--- src/rtl/bnn_pkg.sv ---
// Shared BNN pipeline definitions: pool FSM states and the default image sizes
// so the conv and pool stages agree on one source of truth.
package bnn_pkg;

    typedef enum logic [1:0] {
        IDLE = 2'd0,
        POOL = 2'd1,
        DONE = 2'd2
    } pool_state_t;

    localparam int unsigned CONV_IN_SIZE  = 30;
    localparam int unsigned CONV_OUT_SIZE = CONV_IN_SIZE - 2;
    localparam int unsigned POOL_IN_SIZE  = CONV_OUT_SIZE;
    localparam int unsigned POOL_OUT_SIZE = POOL_IN_SIZE / 2;

    // Counter/index width that never collapses to zero bits.
    function automatic int unsigned cnt_width(input int unsigned n);
        return (n > 1) ? $clog2(n) : 1;
    endfunction

endpackage

--- src/rtl/bin_maxpool_core_if.sv ---
// Map-level handshake between the conv stage, the pool core and the next layer.
interface bin_maxpool_core_if #(
    parameter int unsigned IMG_IN_SIZE  = 28,
    parameter int unsigned IMG_OUT_SIZE = IMG_IN_SIZE / 2
);
    logic                                 in_valid;
    logic [IMG_IN_SIZE*IMG_IN_SIZE-1:0]   img_in;
    logic [IMG_OUT_SIZE*IMG_OUT_SIZE-1:0] img_out;
    logic                                 out_valid;
    logic                                 busy;
    logic                                 overrun;

    modport master (
        output in_valid, img_in,
        input  img_out, out_valid, busy, overrun
    );

    modport slave (
        input  in_valid, img_in,
        output img_out, out_valid, busy, overrun
    );
endinterface

--- src/rtl/bin_maxpool_core_pool_window.sv ---
// Combinational 2x2 window OR (binary max) for output pixel (orow, ocol).
module pool_window
    import bnn_pkg::*;
#(
    parameter  int unsigned IMG_IN_SIZE  = POOL_IN_SIZE,
    parameter  int unsigned IMG_OUT_SIZE = IMG_IN_SIZE / 2,
    localparam int unsigned CW           = cnt_width(IMG_OUT_SIZE)
) (
    input  logic [IMG_IN_SIZE*IMG_IN_SIZE-1:0] img_i,
    input  logic [CW-1:0]                      orow_i,
    input  logic [CW-1:0]                      ocol_i,
    output logic                               win_c
);
    localparam int unsigned AW = cnt_width(IMG_IN_SIZE * IMG_IN_SIZE);

    logic [AW-1:0] base;

    // Top-left input pixel of the window: (2*orow, 2*ocol).
    assign base  = AW'(32'(orow_i) * 2 * IMG_IN_SIZE + 32'(ocol_i) * 2);

    assign win_c = img_i[base]
                 | img_i[base + AW'(1)]
                 | img_i[base + AW'(IMG_IN_SIZE)]
                 | img_i[base + AW'(IMG_IN_SIZE + 1)];
endmodule

--- src/rtl/bin_maxpool_core.sv ---
// Binary 2x2/stride-2 max-pool: captures a map on in_valid, pools one pixel per
// cycle, then publishes the pooled map with a one-cycle out_valid.
module bin_maxpool_core
    import bnn_pkg::*;
#(
    parameter int unsigned IMG_IN_SIZE  = POOL_IN_SIZE,
    parameter int unsigned IMG_OUT_SIZE = IMG_IN_SIZE / 2
) (
    input logic               clk,
    input logic               rst_n,
    bin_maxpool_core_if.slave bus
);
    localparam int unsigned IW = IMG_IN_SIZE * IMG_IN_SIZE;
    localparam int unsigned OW = IMG_OUT_SIZE * IMG_OUT_SIZE;
    localparam int unsigned CW = cnt_width(IMG_OUT_SIZE);
    localparam int unsigned PW = cnt_width(OW);

    localparam logic [1:0] ST_IDLE = 2'(IDLE);
    localparam logic [1:0] ST_POOL = 2'(POOL);
    localparam logic [1:0] ST_DONE = 2'(DONE);

    localparam logic [CW-1:0] LAST = CW'(IMG_OUT_SIZE - 1);

    if (IMG_IN_SIZE < 2) begin : g_size_chk
        $error("bin_maxpool_core: IMG_IN_SIZE must be >= 2");
    end

    logic [1:0]    state_q,     state_d;
    logic [CW-1:0] orow_q,      orow_d;
    logic [CW-1:0] ocol_q,      ocol_d;
    logic [IW-1:0] cap_q,       cap_d;
    logic [OW-1:0] work_q,      work_d;
    logic [OW-1:0] img_out_q,   img_out_d;
    logic          out_valid_q, out_valid_d;
    logic          busy_q,      busy_d;
    logic          overrun_q,   overrun_d;

    logic          win_c;
    logic [PW-1:0] pix_idx;

    pool_window #(
        .IMG_IN_SIZE  (IMG_IN_SIZE),
        .IMG_OUT_SIZE (IMG_OUT_SIZE)
    ) u_pool_window (
        .img_i  (cap_q),
        .orow_i (orow_q),
        .ocol_i (ocol_q),
        .win_c  (win_c)
    );

    assign pix_idx = PW'(32'(orow_q) * IMG_OUT_SIZE + 32'(ocol_q));

    always_ff @(posedge clk or negedge rst_n) begin
        if (!rst_n) begin
            state_q     <= ST_IDLE;
            orow_q      <= '0;
            ocol_q      <= '0;
            cap_q       <= '0;
            work_q      <= '0;
            img_out_q   <= '0;
            out_valid_q <= 1'b0;
            busy_q      <= 1'b0;
            overrun_q   <= 1'b0;
        end else begin
            state_q     <= state_d;
            orow_q      <= orow_d;
            ocol_q      <= ocol_d;
            cap_q       <= cap_d;
            work_q      <= work_d;
            img_out_q   <= img_out_d;
            out_valid_q <= out_valid_d;
            busy_q      <= busy_d;
            overrun_q   <= overrun_d;
        end
    end

    always_comb begin
        state_d     = state_q;
        orow_d      = orow_q;
        ocol_d      = ocol_q;
        cap_d       = cap_q;
        work_d      = work_q;
        img_out_d   = img_out_q;
        out_valid_d = 1'b0;
        overrun_d   = overrun_q;

        case (state_q)
            ST_IDLE: begin
                if (bus.in_valid) begin
                    cap_d   = bus.img_in;
                    orow_d  = '0;
                    ocol_d  = '0;
                    state_d = ST_POOL;
                end
            end
            ST_POOL: begin
                work_d[pix_idx] = win_c;
                // A new map cannot be accepted mid-job; flag it and keep going.
                if (bus.in_valid) overrun_d = 1'b1;
                if (ocol_q == LAST) begin
                    ocol_d = '0;
                    if (orow_q == LAST) state_d = ST_DONE;
                    else                orow_d  = orow_q + CW'(1);
                end else begin
                    ocol_d = ocol_q + CW'(1);
                end
            end
            ST_DONE: begin
                img_out_d   = work_q;
                out_valid_d = 1'b1;
                if (bus.in_valid) begin
                    cap_d   = bus.img_in;
                    orow_d  = '0;
                    ocol_d  = '0;
                    state_d = ST_POOL;
                end else begin
                    state_d = ST_IDLE;
                end
            end
            default: state_d = ST_IDLE;
        endcase

        busy_d = (state_d != ST_IDLE);
    end

    assign bus.img_out   = img_out_q;
    assign bus.out_valid = out_valid_q;
    assign bus.busy      = busy_q;
    assign bus.overrun   = overrun_q;
endmodule
--- src/flat_wrapper.sv ---
// flat-port wrapper written by rule: the top's interface ports become plain ports
module bin_maxpool_core_flat import bnn_pkg::*;
#(
    parameter int unsigned IMG_IN_SIZE  = POOL_IN_SIZE,
    parameter int unsigned IMG_OUT_SIZE = IMG_IN_SIZE / 2
)
  (clk, rst_n, bus_in_valid, bus_img_in, bus_img_out, bus_out_valid, bus_busy, bus_overrun);
  bin_maxpool_core_if #(.IMG_IN_SIZE(IMG_IN_SIZE), .IMG_OUT_SIZE(IMG_OUT_SIZE)) bus_i ();
  input logic clk;
  input logic rst_n;
  input wire logic [$bits(bus_i.in_valid)-1:0] bus_in_valid;
  input wire logic [$bits(bus_i.img_in)-1:0] bus_img_in;
  output wire logic [$bits(bus_i.img_out)-1:0] bus_img_out;
  output wire logic [$bits(bus_i.out_valid)-1:0] bus_out_valid;
  output wire logic [$bits(bus_i.busy)-1:0] bus_busy;
  output wire logic [$bits(bus_i.overrun)-1:0] bus_overrun;
  assign bus_i.in_valid = bus_in_valid;
  assign bus_i.img_in = bus_img_in;
  assign bus_img_out = bus_i.img_out;
  assign bus_out_valid = bus_i.out_valid;
  assign bus_busy = bus_i.busy;
  assign bus_overrun = bus_i.overrun;
  bin_maxpool_core #(.IMG_IN_SIZE(IMG_IN_SIZE), .IMG_OUT_SIZE(IMG_OUT_SIZE)) u_core (.clk(clk), .rst_n(rst_n), .bus(bus_i));
endmodule
--- config.mk ---
export PLATFORM = sky130hd
export DESIGN_NAME = bin_maxpool_core_flat
export DESIGN_NICKNAME = d
export VERILOG_FILES = /design/src/rtl/bnn_pkg.sv /design/src/rtl/bin_maxpool_core_if.sv /design/src/rtl/bin_maxpool_core_pool_window.sv /design/src/rtl/bin_maxpool_core.sv /design/src/flat_wrapper.sv
export SDC_FILE = /design/constraint.sdc
export NUM_CORES = 2
export LEC_CHECK = 0
export ABC_AREA = 1
export CELL_PAD_IN_SITES_DETAIL_PLACEMENT = 0
export CELL_PAD_IN_SITES_GLOBAL_PLACEMENT = 2
export CORE_AREA = 2 2 445 447
export DETAILED_ROUTE_END_ITERATION = 10
export DIE_AREA = 0 0 447 449
export PLACE_DENSITY_LB_ADDON = 0.1
export SLEW_MARGIN = 20
export SYNTH_ARGS = -nofsm -noshare
export SYNTH_HDL_FRONTEND = slang
export SYNTH_SLANG_ARGS = --single-unit
--- constraint.sdc ---
create_clock -name clk -period 4.8 [get_ports clk]
set_input_delay 0.72 -clock clk [delete_from_list [all_inputs] [get_ports clk]]
set_output_delay 0.72 -clock clk [all_outputs]
set_load 0.03 [all_outputs]
==> flow_metrics.env <==
export IMPL_status="completed"
export IMPL_grt_pass1_wl_mm=384.7
export IMPL_area_delta_synth_final_pct=30.41
export IMPL_synthDistinctLibCells=43
export IMPL_grt_usage_pct=26.08
export IMPL_final_hold_viol_count=0
export IMPL_final_nets=9738
export IMPL_htree_levels=4
export IMPL_cp_required_ns=5.54
export IMPL_cp_max_fo=48
export IMPL_wirelength_mm=266.4
export IMPL_io_buffers=985
export IMPL_synth_nets=8942
export IMPL_rows=163
export IMPL_layout_drive_gt1_share_pct=4.735
export IMPL_worst_pin_slew_ns=1.099
export IMPL_fp_dieH_um=449
export IMPL_viasPerCell=4.745
export IMPL_worstSetupEndpointType="register"
export IMPL_p_leak_uw=0.03841
export IMPL_cts_made_buffers=146
export IMPL_final_common_cell="nand2_1"
export IMPL_synth_edf_count=0
export IMPL_utilization_pct=38.92
export IMPL_slew_limit_headroom_pct=25.97
export IMPL_yosysWarnings=0
export IMPL_dr_total_vias=55480
export IMPL_design_die_area_um2=200700
export IMPL_worstSetupPathType="register to register"
export IMPL_power_density_nw_per_um2=436.3
export IMPL_final_cell_mix="nand2_1, dfrtp_1, clkdlybuf4s50_1, nand3_1, inv_1"
export IMPL_crit_arrival_ns=5.32
export IMPL_startpoint_type="register"
export IMPL_antenna_found_initial=22
export IMPL_finalCritPeriodShare_pct=95.44
export IMPL_drtAntennaViolNets=0
export IMPL_initial_core_util_pct=29.85
export IMPL_grt_ovfl_total=0
export IMPL_pre_cts_ws_ns=0.01675
export IMPL_ys_flop_type="dfrtp_1"
export IMPL_cts_tree="done"
export IMPL_syn_instance_count=8133
export IMPL_dp_hpwl_mm=195.2
export IMPL_ios=986
export IMPL_met1_length_mm=110.7
export IMPL_finalMaxSlewViolations=0
export IMPL_ys_async_sr_fraction_pct=100.0
export IMPL_die_x_um=447
export IMPL_worst_slack_ns=0.2187
export IMPL_wl_met3_mm=10.09
export IMPL_drtIter0Drc=4125
export IMPL_top_layer_used="met5"
export IMPL_synth_area_um2=58560
export IMPL_hold_path_class="input pin to register"
export IMPL_dr_pass1_iters=6
export IMPL_setup_viol=0
export IMPL_syn_area_per_cell_um2=7.200
export IMPL_routabilityCongestion=0.8536
export IMPL_clock_path_buffers=3
export IMPL_min_period_ns=4.581
export IMPL_clk_pin_slew_ns=0.07
export IMPL_ys_seq_elements=1189
export IMPL_clock_sinks=1189
export IMPL_clock_latency_ns=0.80
export IMPL_yosysSeqAreaShare_pct=50.81
export IMPL_fin_skew_ns=0.02919
export IMPL_wl_met2_mm=134.8
export IMPL_core_area_um2=196200
export IMPL_grt_pass1_vias=55530
export IMPL_grt_max_degree=156
export IMPL_peakVddDrop_mv=0.5724
export IMPL_wire_per_inst_um=22.78
export IMPL_max_freq_ghz=0.2183
export IMPL_clock_root_buffer="clkbuf_16"
export IMPL_drc=0
export IMPL_drv_cap=0
==> flip-flops by register name (all words and copies together) (netlist names) <==
signal	cells
u_core.state_q	2
u_core.cap_q	784
u_core.bus.overrun	1
u_core.bus.img_out	196
u_core.work_q	196
u_core.bus.out_valid	1
u_core.ocol_q	4
u_core.orow_q	4
u_core.bus.busy	1
==> cells by family after synthesis <==
kind of cell             share of synthesized area, %
AO/OA/AOI/OAI                                   3.852
XOR/XNOR                                       0.2329
adder cells (fa/ha/maj)                        0.5470
buffers and inverters                           6.222
flip-flops                                      50.81
AND/OR/NAND/NOR                                 38.34
==> worst max-delay path: stages, from the launching register on <==
cell	delay [ns]
dfrtp_1	0.46
inv_1	0.14
ha_1	0.35
inv_1	0.14
fa_2	0.54
buf_4	0.18
nor2_4	0.55
o211ai_1	0.42
a21oi_1	0.26
nor2_1	0.06
nand2_1	0.05
nand2_1	0.04
nand3_1	0.08
nand2_1	0.05
nand2_1	0.05
nand2_1	0.33
nand2_8	0.33
buf_12	0.27
nand2_1	0.08
nand2_1	0.07
==> cell usage after synthesis, drive strengths merged, types with 3 or more instances <==
library cell	count	area, um2
nand2	4383	16490
dfrtp	1189	29750
nand3	870	4354
inv	394	1481
o21ai	329	1647
clkbuf	262	983.4
buf	214	1156
nor2	200	800.8
nor3	103	515.5
a21oi	60	300.3
o211ai	30	225.2
nand4	26	162.7
ha	16	200.2
xnor2	10	110.1
and2	7	43.79
o22ai	7	43.79
or2	7	43.80
clkinv	6	22.52
fa	6	120.1
nand3b	4	30.03
xor2	3	26.28
==> timing repair <==
action	4_1_cts	5_1_grt
hold endpoints to repair	40	0
setup endpoints to repair	0	179
hold buffers	1	0
resized for setup	0	7
buffers inserted	0	7
==> through the flow <==
step	hold WS (ns)	instance area (um2)	TNS [ns]	cells	power, uW
after floorplan	0.4244	58560	0	8133	17420
final	0.4613	76370	0	11690	33320
after detailed placement	0.4530	71310	0	11410	21720
after global routing	0.4338	76360	-0.001154	11690	35040
after global placement	0.4493	71310	0	11410	21670
after CTS	0.3791	76250	0	11670	33320
==> worst paths after layout <==
kind	startpoint	endpoint	slack, ns	cells past startpoint
worst max-delay path	u_core.orow_q[1]$_DFFE_PN0P_	u_core.work_q[78]$_DFFE_PN0P_	0.22	19
worst min-delay path	bus_img_in[741]	u_core.cap_q[741]$_DFFE_PN0P_	0.46	3
worst max register to register	u_core.orow_q[1]$_DFFE_PN0P_	u_core.work_q[78]$_DFFE_PN0P_	0.22	19
worst min register to register	u_core.cap_q[199]$_DFFE_PN0P_	u_core.cap_q[199]$_DFFE_PN0P_	0.46	2
max in group asynchronous	rst_n	u_core.ocol_q[0]$_DFFE_PN0P_	2.81	3
min in group asynchronous	rst_n	u_core.bus.img_out[167]$_DFFE_PN0P_	0.53	2
==> metal layers <==
layer | GRT usage (%) | vias to the layer above
met2 | 45.83 | 1397
met5 | 0 | -
met4 | 10.60 | 10
met1 | 32.22 | 26770
met3 | 3.104 | 332
li1 | - | 26970
==> cell type report <==
class                   count  area, um2
multi-input cells        6069      25270
well taps                2640       3303
inverters                 400       1540
repair buffers           1123      11520
diodes                     13      32.53
flip-flops and latches   1189      29760
clock inverters            48      601.8
clock buffers             211       4330
fillers                 20790     119800
==> report_power, final <==
group          leakage, uW  total (uW)  switching (uW)  internal (uW)
clock              0.00244       11400            4620           6810
combinational       0.0206       10600            7430           3150
sequential          0.0154       11300             479          10800
No activity file was read; power rests on OpenSTA's default activity.
